**src/rtl/bus_rv32_fabric.sv**
```systemverilog
// RV32 core-bus fabric: base/mask decode onto peripheral channels with a wait/timeout handshake,
// plus a local IRQ pending/mask register pair aggregated into one core interrupt.
module bus_rv32_fabric #(
    parameter int unsigned                          ADDR_WIDTH = 32,
    parameter int unsigned                          DATA_WIDTH = 32,
    parameter int unsigned                          NUM_SLAVES = 4,
    parameter logic [NUM_SLAVES*ADDR_WIDTH-1:0]     SLAVE_BASE = '0,
    parameter logic [NUM_SLAVES*ADDR_WIDTH-1:0]     SLAVE_MASK = '0,
    parameter logic [ADDR_WIDTH-1:0]                LOCAL_BASE = ADDR_WIDTH'(32'hFFFF_FF00),
    parameter logic [ADDR_WIDTH-1:0]                LOCAL_MASK = ADDR_WIDTH'(32'hFFFF_FFF8),
    parameter int unsigned                          TIMEOUT    = 255
) (
    input  logic                             clk_i,
    input  logic                             reset_i,
    input  logic [ADDR_WIDTH-1:0]            cpu_addr_i,
    input  logic                             cpu_we_i,
    input  logic                             cpu_re_i,
    input  logic [DATA_WIDTH-1:0]            cpu_data_i,
    output logic [DATA_WIDTH-1:0]            cpu_data_o,
    output logic                             cpu_ready_o,
    output logic                             cpu_err_o,
    output logic [NUM_SLAVES-1:0]            slv_sel_o,
    output logic [ADDR_WIDTH-1:0]            slv_addr_o,
    output logic                             slv_we_o,
    output logic [DATA_WIDTH-1:0]            slv_data_o,
    input  logic [NUM_SLAVES*DATA_WIDTH-1:0] slv_data_i,
    input  logic [NUM_SLAVES-1:0]            slv_ready_i,
    input  logic [NUM_SLAVES-1:0]            slv_irq_i,
    output logic                             irq_o
);

    localparam int unsigned CNT_W = (TIMEOUT > 0) ? $clog2(TIMEOUT + 1) : 1;

    typedef enum logic [1:0] {IDLE, ACCESS, DONE} state_e;

    state_e                  state_q, state_d;
    logic [CNT_W-1:0]        cnt_q, cnt_d;
    logic [NUM_SLAVES-1:0]   sel_q, sel_d;
    logic [ADDR_WIDTH-1:0]   addr_q, addr_d;
    logic                    we_q, we_d;
    logic [DATA_WIDTH-1:0]   wdata_q, wdata_d;
    logic [DATA_WIDTH-1:0]   rdata_q, rdata_d;
    logic                    ready_q, ready_d;
    logic                    err_q, err_d;
    logic [NUM_SLAVES-1:0]   pend_q, pend_d;
    logic [NUM_SLAVES-1:0]   mask_q, mask_d;
    logic [NUM_SLAVES-1:0]   irq_s1_q, irq_s1_d;
    logic [NUM_SLAVES-1:0]   irq_s2_q, irq_s2_d;
    logic                    irq_q, irq_d;

    logic                    local_hit;
    logic [NUM_SLAVES-1:0]   hit_oh;
    logic [NUM_SLAVES-1:0]   clr;
    logic [DATA_WIDTH-1:0]   local_rd;
    logic [DATA_WIDTH-1:0]   slv_rd;
    logic                    sel_ready;

    // Address decode; loop runs downward so the lowest matching index is the last written.
    always_comb begin
        hit_oh = '0;
        for (int i = NUM_SLAVES - 1; i >= 0; i--) begin
            if ((cpu_addr_i & SLAVE_MASK[i*ADDR_WIDTH +: ADDR_WIDTH]) ==
                SLAVE_BASE[i*ADDR_WIDTH +: ADDR_WIDTH]) begin
                hit_oh    = '0;
                hit_oh[i] = 1'b1;
            end
        end
        local_hit = (cpu_addr_i & LOCAL_MASK) == LOCAL_BASE;
        local_rd  = cpu_addr_i[2] ? DATA_WIDTH'(mask_q) : DATA_WIDTH'(pend_q);
        slv_rd    = '0;
        for (int i = 0; i < NUM_SLAVES; i++) begin
            if (sel_q[i]) slv_rd = slv_rd | slv_data_i[i*DATA_WIDTH +: DATA_WIDTH];
        end
        sel_ready = |(slv_ready_i & sel_q);
    end

    always_comb begin
        state_d  = state_q;
        cnt_d    = cnt_q;
        sel_d    = sel_q;
        addr_d   = addr_q;
        we_d     = we_q;
        wdata_d  = wdata_q;
        rdata_d  = rdata_q;
        ready_d  = 1'b0;
        err_d    = 1'b0;
        mask_d   = mask_q;
        clr      = '0;
        case (state_q)
            IDLE: begin
                if (cpu_we_i || cpu_re_i) begin
                    addr_d  = cpu_addr_i;
                    we_d    = cpu_we_i;
                    wdata_d = cpu_data_i;
                    if (local_hit) begin
                        state_d = DONE;
                        ready_d = 1'b1;
                        rdata_d = cpu_we_i ? '0 : local_rd;
                        if (cpu_we_i) begin
                            if (cpu_addr_i[2]) mask_d = cpu_data_i[NUM_SLAVES-1:0];
                            else               clr    = cpu_data_i[NUM_SLAVES-1:0];
                        end
                    end else if (|hit_oh) begin
                        state_d = ACCESS;
                        sel_d   = hit_oh;
                        cnt_d   = '0;
                    end else begin
                        state_d = DONE;
                        ready_d = 1'b1;
                        err_d   = 1'b1;
                        rdata_d = '0;
                    end
                end
            end
            ACCESS: begin
                if (sel_ready) begin
                    state_d = DONE;
                    ready_d = 1'b1;
                    sel_d   = '0;
                    rdata_d = slv_rd;
                end else if ((TIMEOUT != 0) && (cnt_q == CNT_W'(TIMEOUT))) begin
                    state_d = DONE;
                    ready_d = 1'b1;
                    err_d   = 1'b1;
                    sel_d   = '0;
                    rdata_d = '0;
                end else begin
                    cnt_d = cnt_q + CNT_W'(1);
                end
            end
            DONE:    state_d = IDLE;
            default: state_d = IDLE;
        endcase
        // A new edge beats a simultaneous write-1-to-clear.
        irq_s1_d = slv_irq_i;
        irq_s2_d = irq_s1_q;
        pend_d   = (pend_q & ~clr) | (irq_s1_q & ~irq_s2_q);
        irq_d    = |(pend_q & mask_q);
    end

    always_ff @(posedge clk_i) begin
        if (reset_i) begin
            state_q  <= IDLE;
            cnt_q    <= '0;
            sel_q    <= '0;
            addr_q   <= '0;
            we_q     <= 1'b0;
            wdata_q  <= '0;
            rdata_q  <= '0;
            ready_q  <= 1'b0;
            err_q    <= 1'b0;
            pend_q   <= '0;
            mask_q   <= '0;
            irq_s1_q <= '0;
            irq_s2_q <= '0;
            irq_q    <= 1'b0;
        end else begin
            state_q  <= state_d;
            cnt_q    <= cnt_d;
            sel_q    <= sel_d;
            addr_q   <= addr_d;
            we_q     <= we_d;
            wdata_q  <= wdata_d;
            rdata_q  <= rdata_d;
            ready_q  <= ready_d;
            err_q    <= err_d;
            pend_q   <= pend_d;
            mask_q   <= mask_d;
            irq_s1_q <= irq_s1_d;
            irq_s2_q <= irq_s2_d;
            irq_q    <= irq_d;
        end
    end

    assign cpu_data_o  = rdata_q;
    assign cpu_ready_o = ready_q;
    assign cpu_err_o   = err_q;
    assign slv_sel_o   = sel_q;
    assign slv_addr_o  = addr_q;
    assign slv_we_o    = we_q;
    assign slv_data_o  = wdata_q;
    assign irq_o       = irq_q;

endmodule

```
**config.mk**
```make
export PLATFORM = sky130hd
export DESIGN_NAME = bus_rv32_fabric
export DESIGN_NICKNAME = d
export VERILOG_FILES = /design/src/rtl/bus_rv32_fabric.sv
export SDC_FILE = /design/constraint.sdc
export NUM_CORES = 1
export LEC_CHECK = 0
export ABC_AREA = 1
export CAP_MARGIN = 20
export CELL_PAD_IN_SITES_DETAIL_PLACEMENT = 1
export CELL_PAD_IN_SITES_GLOBAL_PLACEMENT = 2
export CORE_MARGIN = 2
export CORE_UTILIZATION = 19
export CTS_BUF_LIST = sky130_fd_sc_hd__clkbuf_8
export DETAILED_ROUTE_END_ITERATION = 10
export GPL_ROUTABILITY_DRIVEN = 0
export GPL_TIMING_DRIVEN = 0
export PLACE_DENSITY_LB_ADDON = 0.1
export SLEW_MARGIN = 10
export SYNTH_ARGS = -nofsm -noshare
export SYNTH_HDL_FRONTEND = slang
export SYNTH_SLANG_ARGS = --single-unit
```
**constraint.sdc**
```tcl
create_clock -name clk_i -period 2.1 [get_ports clk_i]
set_input_delay 0.525 -clock clk_i [delete_from_list [all_inputs] [get_ports clk_i]]
set_output_delay 0.525 -clock clk_i [all_outputs]
set_load 0.005 [all_outputs]
```
==> flow_summary_export.csv <==
group,metric,value,unit
outcome,outcome,"completed",
setup_path,path_cells,"clkdlybuf4s50_1 -> nand2_1 -> nor2_1 -> nand2_1 -> nor2_4 -> nand2_1 -> nand2_1 -> nand2_2 -> inv_2 -> nand2_1 -> a21oi_1",
synthesis,async_flop_share,0,%
setup_path,crit_arrival,2.37,ns
global_routing,grt_overflow_total,0,
final_layout,final_net_count,1198,
synthesis,yosys.area_share.simple,31.4,%
sta,setup_viol,0,
setup_path,r2r_cells,12,
power_and_ir_drop,pwr_density_cell,844,nW/um^2
setup_path,cpPeakStageDelay,0.48,ns
setup_path,worstPathMaxFanout,9,
floorplan,coreArea,27000,sq um
final_layout,area_delta_synth_final,56.7,%
final_layout,final_layout_size_suffix_gt1_share,6.67,%
placed_design,dp_hpwl,15.2,mm
final_layout,mostFrequentLayoutCells,"258 x nor2_1, 204 x clkdlybuf4s50_1, 126 x dfxtp_1",
clock_tree,cts.path.max_buffers,2,
floorplan,pin_count,308,
setup_path,critPathRequiredTime,2.47,ns
synthesis,syn-cell-area,5200,sq um
drt,num_vias,5382,
synthesis,synth_warnings,0,
synthesis,synth_seq_area_share,48.9,%
min_path,hp-start,"irq_s1_q[2]$_SDFF_PP0_",
sta,worst_pin_slew,0.606,ns
floorplan,die_w,169,microns
sta,drv_slew,0,
sta,fmax,500,MHz
sta,slew_headroom,59.6,%
power_and_ir_drop,power,0.00688,W
min_path,hp-class,"reg -> reg",
placed_design,io_buffer_count,204,
floorplan,die_h,169,microns
setup_path,start_kind,"primary input",
drt,first_iter_violations,230,
sta,min_period,2.00,ns
sta,tns,0,ns
drt,antenna_left,0,
global_routing,antenna_found_initial,0,
power_and_ir_drop,p_leak,3.57,nW
power_and_ir_drop,peakVddDrop,0.365,mV
sta,period_share,95.2,%
setup_path,path_common_cell,"nand2_1",
clock_tree,cts_tree,"done",
final_layout,antenna_cells,0,
synthesis,ys_seq_elements,127,
floorplan,core.rowCount,60,
clock_tree,post_cts_buffers,0,
clock_tree,cts-buffers-inserted,17,
final_layout,n_fill_cell,3330,
clock_tree,insertion_delay,0.45,ns
clock_tree,clkSlewWorstSetupHoldPaths,0.08,ns
min_path,whs_path_depth,2,
synthesis,synth_edf_count,0,
final_layout,layout_commonest_cell,"nor2_1",
sta,finClkSkew,0.0135,ns
synthesis,synth_cell_types,25,
job,cap_violations,0,
drt,drt_pass1_iterations,4,
sta,whs,0.415,ns
setup_path,regToRegSetupSlack,0.20,ns
drt,drc,0,
setup_path,end_kind,"register",
clock_tree,cts_root_buf,"clkbuf_8",
setup_path,rr_endpoint,"cpu_data_o[26]$_SDFFE_PP0P_",
synthesis,synthMuxAreaShare,0,%
synthesis,yosys.area_share.adder,0.240,%
synthesis,synth_compound_area_share,9.26,%
setup_path,crit_type,"in -> reg",
drt,post_drt_wl_per_cell,14.7,microns
floorplan,start_util,19.3,%
synthesis,syn_inst,768,
placed_design,dp_cells,1315,
clock_tree,htreeDepth,4,
final_layout,fin_cells,1346,
global_routing,track_usage,13.8,%
drt,wirelength,19.8,mm
global_routing,grt_max_degree,17,
global_routing,grt_pass1_wl,30.4,mm
sta,rsz0062_at_grt,"true",
synthesis,ys.flop_type,"dfxtp_1",
clock_tree,clkSinkCount,127,
placed_design,postPlaceCellArea,7680,sq um
setup_path,crit_buf_inv,2,
min_path,worstHoldEndpoint,"irq_s2_q[2]$_SDFF_PP0_",
synthesis,synth-xor-area-share,0.337,%
drt,via_per_inst,4.00,
synthesis,postSynthAreaPerCell,6.78,sq um
setup_path,cpMaxStageDelayCell,"clkdlybuf4s50_1",
floorplan,die_area,28700,sq um
final_layout,fin_area,8150,sq um
sta,finalHoldViolCount,0,
setup_path,cp_top_family,"simple AND/OR/NAND/NOR gates",
setup_path,regToRegStartpoint,"cnt_q[1]$_SDFFE_PP0P_",
synthesis,synth_top_family_by_area,"simple AND/OR/NAND/NOR gates",
global_routing,grt_pass1_vias,5295,
[worst min-delay path, stage by stage (launching register included)]
cell,delay [ns]
dfxtp_1,0.30
inv_1,0.05
nor2_1,0.03
[metal layers]
| layer | up-vias | share of wire, % | GRT usage (%) | routed length, microns |
|---|---|---|---|---|
| met5 | - | 0 | 0 | 0 |
| met4 | 0 | 1.0 | 3.46 | 206 |
| met3 | 14 | 3.7 | 2.78 | 726 |
| met2 | 104 | 47 | 23.2 | 9290 |
| met1 | 2494 | 48 | 18.2 | 9530 |
| li1 | 2770 | - | - | - |
[cells by family after synthesis]
kind of cell	after synthesis
flops	127
other cells	1
compound gates	95
simple gates	416
buf+inv	126
fa+ha+maj	1
xor+xnor	2
[worst max-delay path by stage]
stage,start,endpoint,depth (start not counted)
2_1_floorplan,cnt_q[0]$_SDFFE_PP0P_,cpu_data_o[10]$_SDFFE_PP0P_,12
3_3_place_gp,cpu_addr_i[10],cnt_q[1]$_SDFFE_PP0P_,11
3_5_place_dp,cpu_addr_i[10],cnt_q[7]$_SDFFE_PP0P_,11
4_1_cts,cpu_addr_i[25],cnt_q[1]$_SDFFE_PP0P_,11
5_1_grt,cnt_q[1]$_SDFFE_PP0P_,cpu_data_o[4]$_SDFFE_PP0P_,12
6_report,cpu_addr_i[10],cnt_q[1]$_SDFFE_PP0P_,11
[area by class of cell]
| class | instances | area, sq um | area share [%] |
|---|---|---|---|
| well taps | 341 | 427 | 5.23 |
| clock inverters | 13 | 189 | 2.32 |
| plain buffers | 41 | 196 | 2.41 |
| multi-input cells | 517 | 2190 | 26.8 |
| repair buffers | 204 | 2040 | 25.0 |
| flip-flops and latches | 127 | 2540 | 31.2 |
| inverters | 85 | 319 | 3.91 |
| clock buffers | 18 | 248 | 3.04 |
[power breakdown]
group | internal [W] | leakage [nW] | switching (W)
registers | 0.00268 | 1.05 | 0.000137
logic | 0.000832 | 2.31 | 0.000798
clock network | 0.00133 | 0.215 | 0.00111
[cell usage after synthesis (3+ instances only)]
| cell type | number | share of area (%) |
|---|---|---|
| nand3_1 | 14 | 1.3 |
| nor3b_1 | 3 | 0.43 |
| inv_1 | 81 | 5.8 |
| a21oi_1 | 16 | 1.5 |
| nor2_1 | 262 | 19 |
| nand2_1 | 125 | 9.0 |
| dfxtp_1 | 127 | 49 |
| clkbuf_1 | 25 | 1.8 |
| buf_4 | 3 | 0.43 |
| o21ai_0 | 76 | 7.3 |
| inv_2 | 4 | 0.29 |
| or2_2 | 5 | 0.60 |
| buf_2 | 11 | 1.1 |
[flip-flops by register name, indices dropped and copies added (netlist names)]
signal       cells
cpu_data_o      32
slv_addr_o      32
slv_data_o      32
cnt_q            8
irq_s1_q         4
irq_s2_q         4
mask_q           4
pend_q           4
state_q          2
cpu_err_o        1
cpu_ready_o      1
irq_o            1
slv_sel_o        1
slv_we_o         1
[through the flow]
step,setup slack (ns),utilization [%]
2_1_floorplan,0.498,-
3_3_place_gp,-0.658,28.5
3_5_place_dp,-0.636,28.5
4_1_cts,0.0372,30.2
5_1_grt,-0.0521,30.3
6_report,0.102,30.3
[what timing repair did]
item	CTS	global route
resized for setup	3	9
pin swaps	0	0
setup endpoints to repair	36	39
hold buffers	0	0
Power figures use the tool's default switching activity.
